**config.mk**
```make
export PLATFORM = sky130hd
export DESIGN_NAME = multi_alarm_clock
export DESIGN_NICKNAME = d
export VERILOG_FILES = /design/src/rtl/multi_alarm_clock.sv
export SDC_FILE = /design/constraint.sdc
export NUM_CORES = 1
export LEC_CHECK = 0
export CAP_MARGIN = 25
export CELL_PAD_IN_SITES_DETAIL_PLACEMENT = 1
export CELL_PAD_IN_SITES_GLOBAL_PLACEMENT = 2
export CORE_AREA = 3 3 205 207
export DETAILED_ROUTE_END_ITERATION = 8
export DIE_AREA = 0 0 208 210
export PLACE_DENSITY_LB_ADDON = 0.1
export SLEW_MARGIN = 20
export SYNTH_ARGS = -nofsm -noshare
export SYNTH_HDL_FRONTEND = slang
export SYNTH_SLANG_ARGS = --single-unit
```
**constraint.sdc**
```tcl
create_clock -name clk -period 4.95 [get_ports clk]
set_input_delay 0.495 -clock clk [delete_from_list [all_inputs] [get_ports clk]]
set_output_delay 0.495 -clock clk [all_outputs]
set_load 0.02 [all_outputs]
```
**src/rtl/multi_alarm_clock.sv**
```systemverilog
// Time-of-day clock in BCD with N independent alarms, each running its own
// idle/ringing/snoozed FSM, plus a registered HHMMSS display of the selected target.
module multi_alarm_clock #(
  parameter int unsigned CLK_FREQ       = 100_000_000,
  parameter int unsigned N_ALARMS       = 4,
  parameter int unsigned RING_SECONDS   = 60,
  parameter int unsigned SNOOZE_MINUTES = 5,
  localparam int unsigned SEL_W         = $clog2(N_ALARMS + 1)
) (
  input  logic                clk,
  input  logic                rst_n,
  input  logic                adj_min,
  input  logic                adj_hour,
  input  logic [SEL_W-1:0]    sel,
  input  logic [N_ALARMS-1:0] alarm_en,
  input  logic                snooze,
  input  logic                dismiss,
  input  logic                fmt12,
  output logic [23:0]         disp_bcd,
  output logic                pm,
  output logic [N_ALARMS-1:0] ringing,
  output logic                ring_any,
  output logic                sec_pulse
);
  localparam int unsigned PW      = (CLK_FREQ > 1) ? $clog2(CLK_FREQ) : 1;
  localparam int unsigned SNZ_SEC = SNOOZE_MINUTES * 60;
  localparam int unsigned CNT_MAX = (RING_SECONDS > SNZ_SEC) ? RING_SECONDS : SNZ_SEC;
  localparam int unsigned CW      = (CNT_MAX > 0) ? $clog2(CNT_MAX + 1) : 1;
  localparam logic [CW-1:0] RING_LD = CW'(RING_SECONDS);
  localparam logic [CW-1:0] SNZ_LD  = CW'(SNZ_SEC);

  typedef enum logic [1:0] {StIdle, StRing, StSnooze} alarm_st_e;

  // Increment a two-digit BCD value, wrapping to 00 after lim.
  function automatic logic [7:0] bcd_inc(input logic [7:0] v, input logic [7:0] lim);
    if (v == lim) return 8'h00;
    if (v[3:0] == 4'd9) return {v[7:4] + 4'd1, 4'd0};
    return {v[7:4], v[3:0] + 4'd1};
  endfunction

  logic [PW-1:0] pre_q, pre_d;
  logic [7:0]    hh_q, mm_q, ss_q, hh_d, mm_d, ss_d;
  logic          tick, time_adj, tick_eff;

  logic [N_ALARMS-1:0][7:0] al_hh, al_mm;
  logic [N_ALARMS-1:0]      is_ring;

  logic [7:0] hsel, dh, dm, ds;
  logic [4:0] hbin, h12;
  logic       pm_d;

  assign tick      = (pre_q == PW'(CLK_FREQ - 1));
  assign time_adj  = (adj_min || adj_hour) && (sel == '0);
  assign tick_eff  = tick && !time_adj;
  assign sec_pulse = tick;
  assign ring_any  = |ringing;

  always_comb begin
    pre_d = (tick || time_adj) ? '0 : pre_q + PW'(1);
    hh_d  = hh_q;
    mm_d  = mm_q;
    ss_d  = ss_q;
    if (time_adj) begin
      if (adj_min) begin
        mm_d = bcd_inc(mm_q, 8'h59);
        ss_d = 8'h00;
      end
      if (adj_hour) hh_d = bcd_inc(hh_q, 8'h23);
    end else if (tick) begin
      ss_d = bcd_inc(ss_q, 8'h59);
      if (ss_q == 8'h59) begin
        mm_d = bcd_inc(mm_q, 8'h59);
        if (mm_q == 8'h59) hh_d = bcd_inc(hh_q, 8'h23);
      end
    end
  end

  for (genvar k = 0; k < N_ALARMS; k++) begin : g_alarm
    alarm_st_e     st_q, st_d;
    logic [CW-1:0] cnt_q, cnt_d;
    logic [7:0]    ahh_q, ahh_d, amm_q, amm_d;
    logic          hit, match;

    assign hit = (sel == SEL_W'(k + 1));
    // Only a real tick can land on the alarm time; adjusted time never matches.
    assign match = tick_eff && ({hh_d, mm_d, ss_d} == {ahh_q, amm_q, 8'h00});

    always_comb begin
      ahh_d = ahh_q;
      amm_d = amm_q;
      st_d  = st_q;
      cnt_d = cnt_q;
      if (hit && adj_min)  amm_d = bcd_inc(amm_q, 8'h59);
      if (hit && adj_hour) ahh_d = bcd_inc(ahh_q, 8'h23);
      if (!alarm_en[k] || (hit && (adj_min || adj_hour))) begin
        st_d  = StIdle;
        cnt_d = '0;
      end else begin
        case (st_q)
          StIdle: begin
            if (match) begin
              st_d  = StRing;
              cnt_d = RING_LD;
            end
          end
          StRing: begin
            if (dismiss) begin
              st_d  = StIdle;
              cnt_d = '0;
            end else if (snooze) begin
              st_d  = StSnooze;
              cnt_d = SNZ_LD;
            end else if (tick_eff) begin
              if (cnt_q <= CW'(1)) begin
                st_d  = StIdle;
                cnt_d = '0;
              end else begin
                cnt_d = cnt_q - CW'(1);
              end
            end
          end
          StSnooze: begin
            if (dismiss) begin
              st_d  = StIdle;
              cnt_d = '0;
            end else if (tick_eff) begin
              if (cnt_q <= CW'(1)) begin
                st_d  = StRing;
                cnt_d = RING_LD;
              end else begin
                cnt_d = cnt_q - CW'(1);
              end
            end
          end
          default: begin
            st_d  = StIdle;
            cnt_d = '0;
          end
        endcase
      end
    end

    always_ff @(posedge clk or negedge rst_n) begin
      if (!rst_n) begin
        st_q  <= StIdle;
        cnt_q <= '0;
        ahh_q <= '0;
        amm_q <= '0;
      end else begin
        st_q  <= st_d;
        cnt_q <= cnt_d;
        ahh_q <= ahh_d;
        amm_q <= amm_d;
      end
    end

    assign al_hh[k]   = ahh_q;
    assign al_mm[k]   = amm_q;
    assign is_ring[k] = (st_q == StRing);
  end

  // Out-of-range selects fall through to the time of day.
  always_comb begin
    hsel = hh_q;
    dm   = mm_q;
    ds   = ss_q;
    for (int k = 0; k < N_ALARMS; k++) begin
      if (sel == SEL_W'(k + 1)) begin
        hsel = al_hh[k];
        dm   = al_mm[k];
        ds   = 8'h00;
      end
    end
    hbin = {1'b0, hsel[7:4]} * 5'd10 + {1'b0, hsel[3:0]};
    h12  = hbin - 5'd12;
    dh   = hsel;
    pm_d = 1'b0;
    if (fmt12) begin
      pm_d = (hbin >= 5'd12);
      if (hbin == 5'd0) begin
        dh = 8'h12;
      end else if (hbin > 5'd12) begin
        dh = (h12 >= 5'd10) ? {4'd1, h12[3:0] - 4'd10} : {4'd0, h12[3:0]};
      end
    end
  end

  always_ff @(posedge clk or negedge rst_n) begin
    if (!rst_n) begin
      pre_q    <= '0;
      hh_q     <= '0;
      mm_q     <= '0;
      ss_q     <= '0;
      disp_bcd <= '0;
      pm       <= 1'b0;
      ringing  <= '0;
    end else begin
      pre_q    <= pre_d;
      hh_q     <= hh_d;
      mm_q     <= mm_d;
      ss_q     <= ss_d;
      disp_bcd <= {dh, dm, ds};
      pm       <= pm_d;
      ringing  <= is_ring;
    end
  end

endmodule

```
==> impl_metrics.yaml <==
run_status:
  outcome: "complete, no violations"
clock_network:
  cts_buffers: 17
  cts_root_buf: "clkbuf_16"
  cts.sinks: 188
  clk_pin_slew_ps: 80
  post-cts-setup-buffer-count: 0
  cts_hold_buf: 0
  htreeDepth: 4
  cts_resized: 0
  cts_tree: "done"
  cts_max_path_buffers: 2
  insertion_delay_ps: 500
logic_synthesis:
  synth-compound-area-share_pct: 22.4
  syn_area_per_cell_um2: 8.29
  synth_seq_area_share_pct: 33.6
  synthArstFlopShare_pct: 100
  syn_area_um2: 14000
  synth.most_common_cell: "dfrtp_1"
  synth_top_family_by_area: "simple AND/OR/NAND/NOR gates"
  synth-adder-area-share_pct: 5.68
  syn-num-nets: 1767
  synth_cells: 1690
  synthFlopType: "dfrtp_1"
  synth-seq-cells: 188
  synth.top_cell.area_share_pct: 33.6
  yosys.area_share.simple_pct: 24.7
  synth-edff-count: 0
  yosys-top-cells-area: "dfrtp_1 34%, ha_1 5.5%, o21ai_0 4.2%"
  synth_xor_area_share_pct: 5.69
  muxShareOfSynthArea_pct: 2.54
  synthTopCellsByCount: "188 x dfrtp_1, 149 x nand2_1, 146 x nor2_1"
  yosysWarnings: 0
  yosysTopAreaCell: "dfrtp_1"
  ys_types: 90
power:
  ir_worst_vdd_uv: 190
  p_leak_nw: 6.61
  pwr_density_cell_nw_per_um2: 392
setup_path:
  crit_end: "g_alarm[1].st_q[0]"
  crit_required_ps: 5330
  crit_path_max_fanout: 16
  cp.arrival_ps: 4970
  rr_worst_depth: 14
  crit_path_start: "mm_q[1]"
  reg2reg_setup_slack_ps: 360
  cp_common_cell: "buf_4"
  start_kind: "flip-flop"
  worstSetupPathType: "reg2reg"
  r2r_end: "g_alarm[1].st_q[0]"
  timing.rr.start: "mm_q[1]"
  slowest_delay_ps: 550
  endpoint_kind: "flip-flop"
  path_cells: "inv_1 -> ha_1 -> and3b_1 -> o2111ai_4 -> or4_1 -> buf_4 -> nand2_2 -> o31ai_1 -> a2111oi_0 -> nor4b_1 -> a31oi_1 -> buf_4 -> nor2b_1 -> mux2_2"
  cpMaxStageDelayCell: "or4_1"
global_route:
  grt_max_degree: 111
  grt_usage_pct: 23.4
  grt_overflow_total: 0
  grt_pass1_wl_um: 80400
  antenna_found_initial: 0
  grt_pass1_vias: 13400
finish:
  antenna_cells: 0
  fillCellCount: 4857
  syn2layout_area_growth_pct: 12.3
  utilization_pct: 38.8
  drive_gt1_share_pct: 9.01
  layout.nets: 1784
  final_cell_area_um2: 15700
  instances_no_fill: 2252
timing:
  rsz0062_at_grt: "false"
  setup_viol: 0
  fin_ws_ps: 363
  slew_viol_final: 0
  tightest_slew_ps: 944
  min_period_ps: 4590
  finalHoldViolations: 0
  max_freq_ghz: 0.218
  slew_headroom_pct: 37.1
  fin_hold_ws_ps: 124
  post-route-period-util_pct: 92.7
  finalClockSkew_ps: 17.6
floorplan:
  die_x_um: 208
  die-area_um2: 43700
  design.core.area_um2: 40600
  start_util_pct: 34.6
  rows: 74
  die_h_um: 210
  num_io_pins: 45
detailed_routing:
  drc: 0
  drt_wl_total_um: 50400
  vias: 13100
  final_antenna_net_count: 0
  wl_per_cell_um: 22.4
  vias_per_cell: 5.80
  dr.pass1.iters: 5
  drt-initial-drc-count: 770
place:
  dp_cells: 2220
  port_buffers: 44
  place_ws_ps: -2.33
  dpl.hpwl_um: 38100
  placed_area_um2: 15200
  place_congestion: 0.931
job:
  max-cap-violations: 0
worst_hold_path:
  hp-class: "in2async"
[cells in the final DEF, fill, tap and decap left out, drive strengths merged, types with 7 or more instances in the layout]
cell type,instances
a2111oi,10
a211oi,44
a21o,20
a21oi,103
a22oi,7
a31oi,17
and2,9
and3,29
and3b,7
buf,57
clkbuf,19
clkdlybuf4s50,43
dfrtp,188
ha,62
inv,92
mux2,14
mux2i,19
nand2,151
nand2b,22
nand3,65
nand3b,8
nand4,25
nor2,150
nor2b,28
nor3,56
nor3b,7
nor4,24
o211ai,15
o21a,14
o21ai,122
o22a,7
o22ai,19
o31ai,33
or2,11
or3,22
or4,13
xnor2,50
xor2,41
[kinds of logic (layout without fill, tap and decap cells)]
family,after synthesis,after routing
DFF,188,188
muxes,33,33
xor gates and xnor gates,91,91
buffers and inverters,189,219
and+or+nand+nor,652,652
adders and majority gates,63,63
AOI/OAI and AO/OA,474,474
[area by class of cell]
| type | instances | area (um2) | share of cell area, % |
|---|---|---|---|
| multi-input cells | 1313 | 8580 | 54.5 |
| flip-flops and latches | 188 | 4700 | 29.9 |
| repair buffers | 101 | 897 | 5.70 |
| well taps | 532 | 666 | 4.23 |
| clock buffers | 18 | 429 | 2.73 |
| inverters | 86 | 323 | 2.05 |
| clock inverters | 14 | 134 | 0.851 |
[worst max-delay path: cells and delay by family (launching register included)]
family | cells | cell delay (ps)
AO/OA/AOI/OAI | 4 | 1050
adder cells (fa/ha/maj) | 1 | 250
buffers and inverters | 3 | 660
flip-flops | 1 | 520
multiplexers | 1 | 350
AND/OR/NAND/NOR | 5 | 1630
[state kept, by name, indices dropped and copies added, names as in the netlist]
register / flops
g_alarm.ahh_q: 32
hh_q: 8
g_alarm.st_q: 8
pre_q: 27
ringing: 4
g_alarm.cnt_q: 36
ss_q: 8
g_alarm.amm_q: 32
pm: 1
mm_q: 8
disp_bcd: 24
[worst min path at each step]
stage	slack (ps)	to	startpoint
after CTS	140	g_alarm[1].cnt_q[6]	rst_n
after global routing	180	ringing[3]	rst_n
after detailed placement	480	pre_q[0]	pre_q[0]
final	120	ringing[3]	rst_n
after global placement	470	pre_q[0]	pre_q[0]
after floorplan	200	disp_bcd[0]	rst_n
[metrics by stage]
step,setup TNS [ps],power (W)
final,0,0.00616
after global routing,0,0.00662
after CTS,0,0.00622
after detailed placement,-2.33,0.00476
after global placement,0,0.00473
after floorplan,0,0.00385
[report_power, final]
group | internal, W | total, W | switching, W
registers | 0.00179 | 0.00232 | 0.000534
clock network | 0.000702 | 0.00141 | 0.000705
logic | 0.000998 | 0.00243 | 0.00143
[per-layer routing]
| layer | GRT usage, % | routed length (um) | up-vias |
|---|---|---|---|
| met2 | 38.3 | 23900 | 248 |
| met3 | 3.82 | 1830 | 62 |
| li1 | - | - | 6173 |
| met4 | 8.70 | 1350 | 0 |
| met5 | 0 | 0 | - |
| met1 | 31.5 | 23300 | 6588 |
No activity file was read; power rests on OpenSTA's default activity.
